### src/rtl/brq_tlul_host_mux.sv
// Round-robin merge of NumCh core-side req/gnt/rvalid channels onto one TL-UL host port.
// Optional sticky protocol-error flag: define BRQ_HOST_MUX_ERRCHK_EN.
module brq_tlul_host_mux #(
    parameter int NumCh   = 2,
    parameter int MaxReqs = 2,
    parameter int AW      = 32,
    parameter int DW      = 32,
    parameter int SrcW    = 8
) (
    input  logic                  clk_i,
    input  logic                  rst_i,
    input  logic [NumCh-1:0]      req_i,
    output logic [NumCh-1:0]      gnt_o,
    input  logic [NumCh*AW-1:0]   addr_i,
    input  logic [NumCh-1:0]      we_i,
    input  logic [NumCh*DW-1:0]   wdata_i,
    input  logic [NumCh*DW/8-1:0] be_i,
    output logic [NumCh-1:0]      valid_o,
    output logic [DW-1:0]         rdata_o,
    output logic                  err_o,
    output logic                  a_valid_o,
    input  logic                  a_ready_i,
    output logic [2:0]            a_opcode_o,
    output logic [1:0]            a_size_o,
    output logic [AW-1:0]         a_address_o,
    output logic [DW-1:0]         a_data_o,
    output logic [DW/8-1:0]       a_mask_o,
    output logic [SrcW-1:0]       a_source_o,
    input  logic                  d_valid_i,
    output logic                  d_ready_o,
    input  logic [DW-1:0]         d_data_i,
    input  logic                  d_error_i,
    input  logic [SrcW-1:0]       d_source_i
`ifdef BRQ_HOST_MUX_ERRCHK_EN
    ,
    output logic                  proto_err_o
`endif
);

    localparam int BW       = DW / 8;
    localparam int SlotBits = $clog2(MaxReqs);
    localparam int SlotW    = (SlotBits > 0) ? SlotBits : 1;
    localparam int ChW      = $clog2(NumCh);
    localparam int CntW     = $clog2(MaxReqs + 1);

    typedef enum logic {ST_ARB, ST_LOCK} state_e;

    state_e           state_q;
    logic [ChW-1:0]   lock_ch_q;
    logic [ChW-1:0]   rr_ptr_q;
    logic [CntW-1:0]  cnt_q  [NumCh];
    logic [SlotW-1:0] slot_q [NumCh];

    logic [NumCh-1:0] elig;
    logic [NumCh-1:0] gnt;
    logic [NumCh-1:0] rsp_valid;
    logic [ChW-1:0]   scan_idx;
    logic [ChW-1:0]   arb_ch;
    logic [ChW-1:0]   win_ch;
    logic             any_elig;
    logic             a_valid;
    logic             accept;
    logic [BW-1:0]    win_be;
    logic             win_we;
    logic [SrcW-1:0]  rsp_ch;

    // Scan from rr_ptr downwards in reverse so the closest eligible channel wins last.
    always_comb begin
        elig     = '0;
        arb_ch   = '0;
        any_elig = 1'b0;
        scan_idx = '0;
        for (int c = 0; c < NumCh; c++) begin
            elig[c] = req_i[c] && (cnt_q[c] < CntW'(MaxReqs));
        end
        for (int i = NumCh - 1; i >= 0; i--) begin
            scan_idx = ChW'((int'(rr_ptr_q) + i) % NumCh);
            if (elig[scan_idx]) begin
                arb_ch   = scan_idx;
                any_elig = 1'b1;
            end
        end
    end

    assign win_ch  = (state_q == ST_LOCK) ? lock_ch_q : arb_ch;
    assign a_valid = !rst_i && ((state_q == ST_LOCK) || any_elig);
    assign accept  = a_valid && a_ready_i;
    assign win_we  = we_i[win_ch];
    assign win_be  = be_i[win_ch*BW +: BW];
    assign gnt     = accept ? (NumCh'(1) << win_ch) : '0;

    always_comb begin
        a_opcode_o  = 3'd0;
        a_size_o    = 2'd0;
        a_address_o = '0;
        a_data_o    = '0;
        a_mask_o    = '0;
        a_source_o  = '0;
        if (a_valid) begin
            a_size_o    = 2'($clog2(BW));
            a_address_o = addr_i[win_ch*AW +: AW];
            a_data_o    = wdata_i[win_ch*DW +: DW];
            a_mask_o    = win_we ? win_be : '1;
            a_source_o  = (SrcW'(win_ch) << SlotBits) | SrcW'(slot_q[win_ch]);
            if (!win_we) begin
                a_opcode_o = 3'd4;
            end else if (win_be == '1) begin
                a_opcode_o = 3'd0;
            end else begin
                a_opcode_o = 3'd1;
            end
        end
    end

    // Responses to idle or nonexistent channels are dropped here, which also guards cnt underflow.
    assign rsp_ch = d_source_i >> SlotBits;
    always_comb begin
        rsp_valid = '0;
        for (int c = 0; c < NumCh; c++) begin
            rsp_valid[c] = !rst_i && d_valid_i && (rsp_ch == SrcW'(c)) && (cnt_q[c] != '0);
        end
    end

    assign a_valid_o = a_valid;
    assign gnt_o     = gnt;
    assign valid_o   = rsp_valid;
    assign rdata_o   = (|rsp_valid) ? d_data_i : '0;
    assign err_o     = (|rsp_valid) && d_error_i;
    assign d_ready_o = !rst_i;

    always_ff @(posedge clk_i) begin
        if (rst_i) begin
            state_q   <= ST_ARB;
            lock_ch_q <= '0;
            rr_ptr_q  <= '0;
            for (int c = 0; c < NumCh; c++) begin
                cnt_q[c]  <= '0;
                slot_q[c] <= '0;
            end
        end else begin
            for (int c = 0; c < NumCh; c++) begin
                if (gnt[c] && !rsp_valid[c]) begin
                    cnt_q[c] <= cnt_q[c] + CntW'(1);
                end else if (!gnt[c] && rsp_valid[c]) begin
                    cnt_q[c] <= cnt_q[c] - CntW'(1);
                end
                if (gnt[c]) begin
                    slot_q[c] <= (slot_q[c] == SlotW'(MaxReqs - 1)) ? '0 : slot_q[c] + SlotW'(1);
                end
            end
            if (accept) begin
                rr_ptr_q <= (win_ch == ChW'(NumCh - 1)) ? '0 : win_ch + ChW'(1);
            end
            // A stalled A beat freezes the winner until the slave takes it.
            case (state_q)
                ST_ARB: begin
                    if (a_valid && !a_ready_i) begin
                        state_q   <= ST_LOCK;
                        lock_ch_q <= win_ch;
                    end
                end
                ST_LOCK: begin
                    if (a_ready_i) begin
                        state_q <= ST_ARB;
                    end
                end
                default: state_q <= ST_ARB;
            endcase
        end
    end

`ifdef BRQ_HOST_MUX_ERRCHK_EN
    logic proto_err_q;

    always_ff @(posedge clk_i) begin
        if (rst_i) begin
            proto_err_q <= 1'b0;
        end else if ((d_valid_i && !(|rsp_valid)) ||
                     ((state_q == ST_LOCK) && !req_i[lock_ch_q])) begin
            proto_err_q <= 1'b1;
        end
    end

    assign proto_err_o = proto_err_q;
`endif

endmodule
### config.mk
export PLATFORM = sky130hd
export DESIGN_NAME = brq_tlul_host_mux
export DESIGN_NICKNAME = d
export VERILOG_FILES = /design/src/rtl/brq_tlul_host_mux.sv
export SDC_FILE = /design/constraint.sdc
export NUM_CORES = 1
export LEC_CHECK = 0
export BUFFER_PORTS_ARGS = -buffer_cell sky130_fd_sc_hd__clkbuf_2
export CORE_AREA = 2 2 119 121
export DETAILED_ROUTE_END_ITERATION = 16
export DIE_AREA = 0 0 121 123
export RECOVER_POWER = 50
export SLEW_MARGIN = 5
export SYNTH_ARGS = -nofsm -noshare
export SYNTH_HDL_FRONTEND = slang
export SYNTH_SLANG_ARGS = --single-unit
### constraint.sdc
create_clock -name clk_i -period 2.2 [get_ports clk_i]
set_input_delay 0.11 -clock clk_i [delete_from_list [all_inputs] [get_ports clk_i]]
set_output_delay 0.11 -clock clk_i [all_outputs]
set_load 0.01 [all_outputs]
* Yosys cells after proc, flatten, opt, wreduce, memory -nomap -nowiden
Memory sizes are Yosys's and may differ from the RTL's.
Cells that the tools add are included.
** Word-level totals
- Register bits :: 3
- Memory bits (writable) :: 6
- Input bits :: 185
- Output and inout port bits :: 120
- Logic and storage cells :: 115
- Memories kept :: 2
** Cells by class
- Add/sub/neg operators :: 8
- $lt $le $gt $ge :: 5
- Eq/ne operators :: 2
- Shift operators :: 4
- Muxes and demuxes :: 56
- Bitwise logic cells :: 8
- Reduce and logical (&&, ||, !) cells :: 27
** Memory list
- cnt_q :: words 2, bits a word 2, read ports 2, clocked after Yosys merged registers in 0, wr ports 2, RTL line 51 : logic [CntW-1:0] cnt_q [NumCh];
- slot_q :: words 2, bits a word 1, read ports 3, clocked after Yosys merged registers in 0, wr ports 2, RTL line 52 : logic [SlotW-1:0] slot_q [NumCh];
** Operator list (count)
- $shiftx 64x7->32 :: 2
- $mux 32 :: 3
- $mux 1 :: 41
- $logic_and 1x1->1 :: 15
- $mux 2 :: 7
- $logic_not 8->1 :: 1
- $mux 4 :: 2
- $shiftx 8x4->4 :: 1
- $eq 7x1->1 const B :: 1
- $logic_not 1->1 :: 6
- $lt 1x2->1 const B :: 3
- $mux 3 :: 2
- $or 1x1->1 :: 6
- $add 1x1->1 const B :: 4
- $add 2x1->2 const B :: 2
- $eq 4x4->1 const B :: 1
- $lt 2x2->1 const B :: 2
- $reduce_bool 2->1 :: 2
- $sub 2x1->2 const B :: 2
- $or 2x1->2 :: 1
- $pmux 1 s2 :: 1
- $reduce_and 2->1 :: 1
- $reduce_or 2->1 :: 1
- $shl 1x1->2 const A :: 1
- 2 further kinds :: 2

* Longest topological paths before layout
Gate-level depths: netlist (run 1).
An unclocked memory read counts as a cell.
- Depth after elaboration :: 18
- Mapped depth :: 8
- Depth with buffers taken out :: 7

* Worst setup path after synthesis (run 1)
OpenSTA, ideal clock, no wires.
- Kind :: register to register
- Start point :: memory cnt_q[0][1] (netlist bit)
- End point :: memory cnt_q[0][0] (netlist bit), enable pin
- Library setup time :: 300 ps
- Arrival time :: 1555 ps
- Data required time :: 1900 ps
- Path slack :: 345 ps
- Cell stages (with the launch flop) :: 8
- Buffers on the path :: 3
- Clock period less this slack :: 1855 ps
- Cell sequence :: edfxtp_1 nor3b_1 o31a_1 buf_2 buf_2 buf_2 nand3_1 nand3_1
** RTL lines (RTL line)
- start, declared :: 51

==> results of run 1 <==
-- what timing repair did --
action,CTS,global route
endpoints found under the hold margin,0,0
resized for setup,0,1
endpoints found under the setup margin,0,3
-- area by class of cell --
cell class	instances	area (um^2)	area share (%)
clock buffer	4	78.8	2.13
inverter	8	35.0	0.945
multi-input combinational	306	1550	41.7
sequential	9	240	6.48
tap	180	225	6.07
timing repair buffer	304	1580	42.6
-- registers in the layout, summed over array words and instances, names as in the netlist --
name and flops:
lock_ch_q 1, cnt_q 4, slot_q 2, state_q 1, rr_ptr_q 1
-- worst paths after layout --
kind | start | end | slack, ps
setup / recovery | cnt_q[1][1] | a_data_o[30] | 160
hold / removal | rst_i | rr_ptr_q | 110
setup reg to reg | cnt_q[0][1] | cnt_q[0][1] | 180
hold reg to reg | rr_ptr_q | rr_ptr_q | 480
-- power breakdown --
part           leakage (nW)  internal (mW)  switching (mW)  total (mW)
clock network        0.0382          0.242          0.0799       0.322
registers            0.0868          0.199          0.0143       0.214
logic                  1.94          0.349           0.433       0.783
-- kinds of logic (layout without fill, tap and decap cells) --
kind of cell               Yosys count  in the layout
buffers and inverters               46            316
muxes                                3              3
AOI/OAI and AO/OA                   83             83
and+or+nand+nor                    210            210
DFF                                  9              9
xor gates and xnor gates             1              1
adders and majority gates            1              1
other                                1              8
-- placed cells by master, fill, tap and decap left out, types with 2 or more instances in the layout --
| cell type | netlist | layout |
|---|---|---|
| a21oi_1 | 68 | 68 |
| and2_0 | 0 | 12 |
| and2_1 | 33 | 21 |
| buf_12 | 0 | 6 |
| buf_4 | 10 | 2 |
| clkbuf_1 | 12 | 29 |
| clkbuf_16 | 0 | 3 |
| clkbuf_2 | 0 | 268 |
| conb_1 | 1 | 8 |
| dfxtp_1 | 3 | 3 |
| edfxtp_1 | 6 | 6 |
| inv_1 | 6 | 6 |
| mux2i_1 | 2 | 2 |
| nand2_1 | 136 | 136 |
| nand2b_1 | 2 | 2 |
| nand3_1 | 7 | 7 |
| nand4_1 | 2 | 2 |
| nor2_1 | 9 | 9 |
| nor3_1 | 4 | 4 |
| nor3b_1 | 9 | 8 |
| o21ai_0 | 2 | 2 |
| o31ai_4 | 1 | 2 |
| or3_1 | 1 | 2 |
-- through the flow --
| step | util, % | worst slack [ps] | instances |
|---|---|---|---|
| final | 27.2 | 163 | 811 |
| after global routing | 27.2 | 23.1 | 811 |
| after CTS | 27.6 | 57.2 | 811 |
| after detailed placement | 27.1 | 323 | 807 |
| after global placement | 27.1 | 339 | 807 |
| after floorplan | - | 345 | 361 |
-- layer usage --
layer / GRT usage, % / up-vias / wire length (um) / share of wire (%)
met1: 12.8 / 1439 / 3750 / 39
li1: - / 1703 / - / -
met4: 1.96 / 0 / 139 / 1.4
met2: 21.9 / 184 / 4960 / 51
met3: 1.85 / 8 / 866 / 8.9
met5: 0 / - / 0 / 0
==> impl_metrics.ini, run 1 <==
[run_status]
status = finished clean

[routing]
dr.pass1.iters = 4
via_count = 3334
drt-total-wl_mm = 9.71
avgViaCountPerCell = 4.11
ant_nets = 0
wl_per_cell_um = 12.0
drc_errors = 0
drtIter0Drc = 68

[clocking]
clk_latency_ps = 230
cts_tree = done
clk_path_buf_depth = 2
h-tree-depth = 1
clock-sinks = 9
holdBufCountCts = 0
numCtsBuffers = 3
cts-root-buf = clkbuf_16
post_cts_buffers = 0
path_clk_slew_ps = 40

[worst_setup_path]
crit_chain = nand2b_1 > o31ai_4 > buf_12 > nand2_1 > a21oi_1 > clkbuf_2
arrival_ps = 1930
start_kind = register
cp-end-kind = primary output
cp_num_cells = 6
cp.required_ps = 2090
worstSetupPathType = reg2out
cp_num_buf_inv = 2
critical-path-max-stage-delay_ps = 410
reg2regPathDepth = 4
path_max_fanout = 39
crit_family = compound AO/OA/AOI/OAI gates
slowest_stage = edfxtp_1

[logic_synthesis]
async_flop_share_pct = 0
synth.area.mux_share_pct = 1.70
synth_edf_count = 6
synth_top_area_share_pct = 25.7
synth_area_leaders = nand2_1 26%, a21oi_1 17%, and2_1 10%, edfxtp_1 9.1%, buf_2 4.0%
yosys-top-cells-count = 136 x nand2_1, 68 x a21oi_1, 33 x and2_1, 16 x buf_2, 12 x clkbuf_1
ys_warn_count = 0
synthCells = 354
ys_seq_area_share_pct = 12.1
yosysMostFrequentCell = nand2_1
synthFlopType = edfxtp_1
synth_top_family_by_area = simple AND/OR/NAND/NOR gates
yosys.area_share.simple_pct = 48.9
syn_area_um2 = 1980
synth_top_cell_by_area = nand2_1
synthAdderAreaFrac_pct = 0.631
synth-xor-area-share_pct = 0.441
synth_cell_types = 41
ys_ff_latch = 9
syn_area_per_cell_um2 = 5.61
synth_compound_area_share_pct = 24.1

[global_routing]
grt_overflow = 0
grt_pass1_vias = 2870
antenna_found_initial = 0
grt.total_usage_pct = 11.2
grt_pass1_wl_mm = 13.6
grt_max_degree = 44

[sta]
hold_viol = 0
slew_headroom_pct = 47.8
setup_viol = 0
fin_crit_sh_pct = 92.6
drv_slew = 0
rsz0062_at_grt = false
tns_ps = 0
clock.fmax_mhz = 491
fin_crit_ps = 2040
holdWs_ps = 109
worst_slew_pin_slew_ps = 778
finClkSkew_ps = 1.26

[min_path]
hold_class = in2reg
hold_depth = 2

[die]
die_h_um = 123
initial_utilization_pct = 14.6
die_w_um = 121
ios = 305
fp-row-count = 43
coreArea_um2 = 13600
die_area_um2 = 14900

[power_and_ir_drop]
leakage_nw = 2.06
power_mw = 1.32
p_per_area_nw_per_um2 = 356
peakVddDrop_mv = 0.210

[cells_and_area]
nets = 818
fin_area_um2 = 3710
drive_above_1_share_pct = 46.1
fillerInstances = 1547
area.growth.synth_to_final_pct = 86.9
diodes = 0

[place]
gp_congestion = 0.775
hpwl_mm = 8.33
portBuffers = 295
placement.cell_area_um2 = 3680

[run]
maxCapViolCount = 0
Power figures use the tool's default switching activity.
==> run 2: changes to the inputs <==
==> constraint.sdc (replaced) <==
create_clock -name clk_i -period 2.2 [get_ports clk_i]
set_input_delay 0.33 -clock clk_i [delete_from_list [all_inputs] [get_ports clk_i]]
set_output_delay 0.33 -clock clk_i [all_outputs]
set_load 0.01 [all_outputs]
==> run 2 against run 1 <==
  * Worst hold slack improved by 210 ps
  * Clock skew increased by 5.3 ps
  * Global-route usage increased by 0.43 points
  * Via count increased by 2.8%
  * Non-clock buffer count increased by 13
  * Wire length increased by 10%
  * Sequential power about the same
  * Register-to-register slack improved by 160 ps
  * Clock power about the same
  * Setup slack got worse by 120 ps
  * Utilization increased by 2.8 points
  * Critical path type unchanged
==> impl_metrics.ini, run 2 (synthesis results as in run 1) <==
[routing]
dr.pass1.iters = 6
wl_per_cell_um = 13.0
drt-total-wl_mm = 10.7
avgViaCountPerCell = 4.16
via_count = 3427
drc_errors = 0
drtIter0Drc = 84
ant_nets = 0

[die]
fp-row-count = 43
initial_utilization_pct = 14.6
die_area_um2 = 14900
coreArea_um2 = 13600
die_h_um = 123
ios = 305
die_w_um = 121

[worst_setup_path]
cp_num_buf_inv = 5
path_max_fanout = 9
cp.required_ps = 1870
crit_top_cell = buf_6
cp-end-kind = primary output
worstSetupPathType = reg2out
arrival_ps = 1830
critical-path-max-stage-delay_ps = 410
crit_chain = nor3b_2 > buf_4 > o31ai_4 > buf_6 > buf_12 > buf_6 > nor3b_4 > nor3_2 > clkbuf_2
start_kind = register
crit_family = buffers and inverters
slowest_stage = edfxtp_1

[clocking]
cts-root-buf = clkbuf_16
path_clk_slew_ps = 40
clk_latency_ps = 240
holdBufCountCts = 0
cts_tree = done
h-tree-depth = 1
numCtsBuffers = 3
clock-sinks = 9
clk_path_buf_depth = 2

[cells_and_area]
area.growth.synth_to_final_pct = 106
nets = 831
layout_commonest_cell = clkbuf_2
final_cell_mix = 252 x clkbuf_2, 135 x nand2_1, 52 x a21oi_1, 43 x buf_2, 33 x and2_1
top_regs = cnt_q: 4 flops, slot_q: 2 flops
fin_area_um2 = 4090
regMostFlops = cnt_q
multi_input_area_um2 = 1690
final_cells = 824
drive_above_1_share_pct = 56.2
regArea_um2 = 241
largest_reg_flops = 4
fillerInstances = 1519
diodes = 0

[sta]
fin_crit_sh_pct = 98.2
drv_slew = 0
clock.fmax_mhz = 463
worst_slew_pin_slew_ps = 511
rsz0062_at_grt = true
finClkSkew_ps = 6.54
hold_viol = 0
setup_viol = 0
slew_headroom_pct = 65.9
fin_crit_ps = 2160

[place]
place_inst = 812
placement.cell_area_um2 = 3720
hpwl_mm = 8.38
gp_congestion = 0.752
portBuffers = 295

[global_routing]
antenna_found_initial = 0
grt_overflow = 0
grt_max_degree = 41
grt.total_usage_pct = 11.6
grt_pass1_wl_mm = 13.9
grt_pass1_vias = 2782

[power_and_ir_drop]
peakVddDrop_mv = 0.215
p_per_area_nw_per_um2 = 359
leakage_nw = 2.34

[min_path]
hold_class = in2reg

[run]
maxCapViolCount = 0

[run_status]
status = finished clean
## run 2: cell count changes in the layout (fill, tap and decap cells not counted), moves of 3 or more
| cell | previous run | this run |
|---|---|---|
| buf_2 | 0 | 43 |
| clkbuf_1 | 29 | 1 |
| a21oi_1 | 68 | 52 |
| a21oi_2 | 0 | 16 |
| clkbuf_2 | 268 | 252 |
| and2_0 | 12 | 0 |
| and2_1 | 21 | 33 |
| buf_6 | 0 | 6 |
| nor3b_1 | 8 | 3 |
| buf_4 | 2 | 6 |
| nor3b_2 | 1 | 5 |
| clkbuf_16 | 3 | 6 |
## run 2: through the flow
stage / setup WS (ps) / power [mW] / hold slack [ps] / util [%] / setup TNS [ps]
final: 39.2 / 1.47 / 316 / 30.1 / 0
after global routing: -61.7 / 1.58 / 323 / 30.1 / -439
after CTS: 5.46 / 1.40 / 311 / 28.5 / 0
after detailed placement: 88.3 / 1.04 / 472 / 27.3 / 0
after global placement: 99.1 / 1.04 / 464 / 27.3 / 0
after floorplan: 222 / 0.635 / 399 / - / 0
## run 2: final timing paths
check | cells past startpoint | slack, ps | startpoint | end
hold reg to reg | 2 | 490 | rr_ptr_q | rr_ptr_q
setup reg to reg | 7 | 340 | cnt_q[0][1] | cnt_q[0][1]
setup / recovery | 9 | 40 | cnt_q[0][1] | a_mask_o[1]
hold / removal | 2 | 320 | a_ready_i | state_q
## run 2: what timing repair did
action                                  CTS  global route
cloned                                    1             3
hold endpoints to repair                  0             0
endpoints found under the setup margin   40            42
gates resized for setup                   6            75
buffers inserted                          3             1
pin swaps                                 2             6
## run 2: final cells by class
cell class / count / share of cell area, %
inverters: 8 / 0.856
flip-flops and latches: 9 / 5.90
multi-input cells: 306 / 41.2
repair buffers: 317 / 44.6
clock buffers: 4 / 1.93
well taps: 180 / 5.50
## run 2: where the power goes
part           total, mW  switching (mW)  internal, mW  leakage, nW
Sequential         0.214          0.0143         0.200       0.0871
Clock              0.319          0.0772         0.242       0.0382
Combinational      0.938           0.493         0.445         2.21
Total               1.47           0.584         0.886         2.34
## run 2: per-layer routing
metal,share of wire (%),global-route usage [%],wire length [um]
met3,8.7,1.80,936
met2,51,22.3,5500
met1,40,14.0,4260
met4,0.037,1.09,4
met5,0,0,0
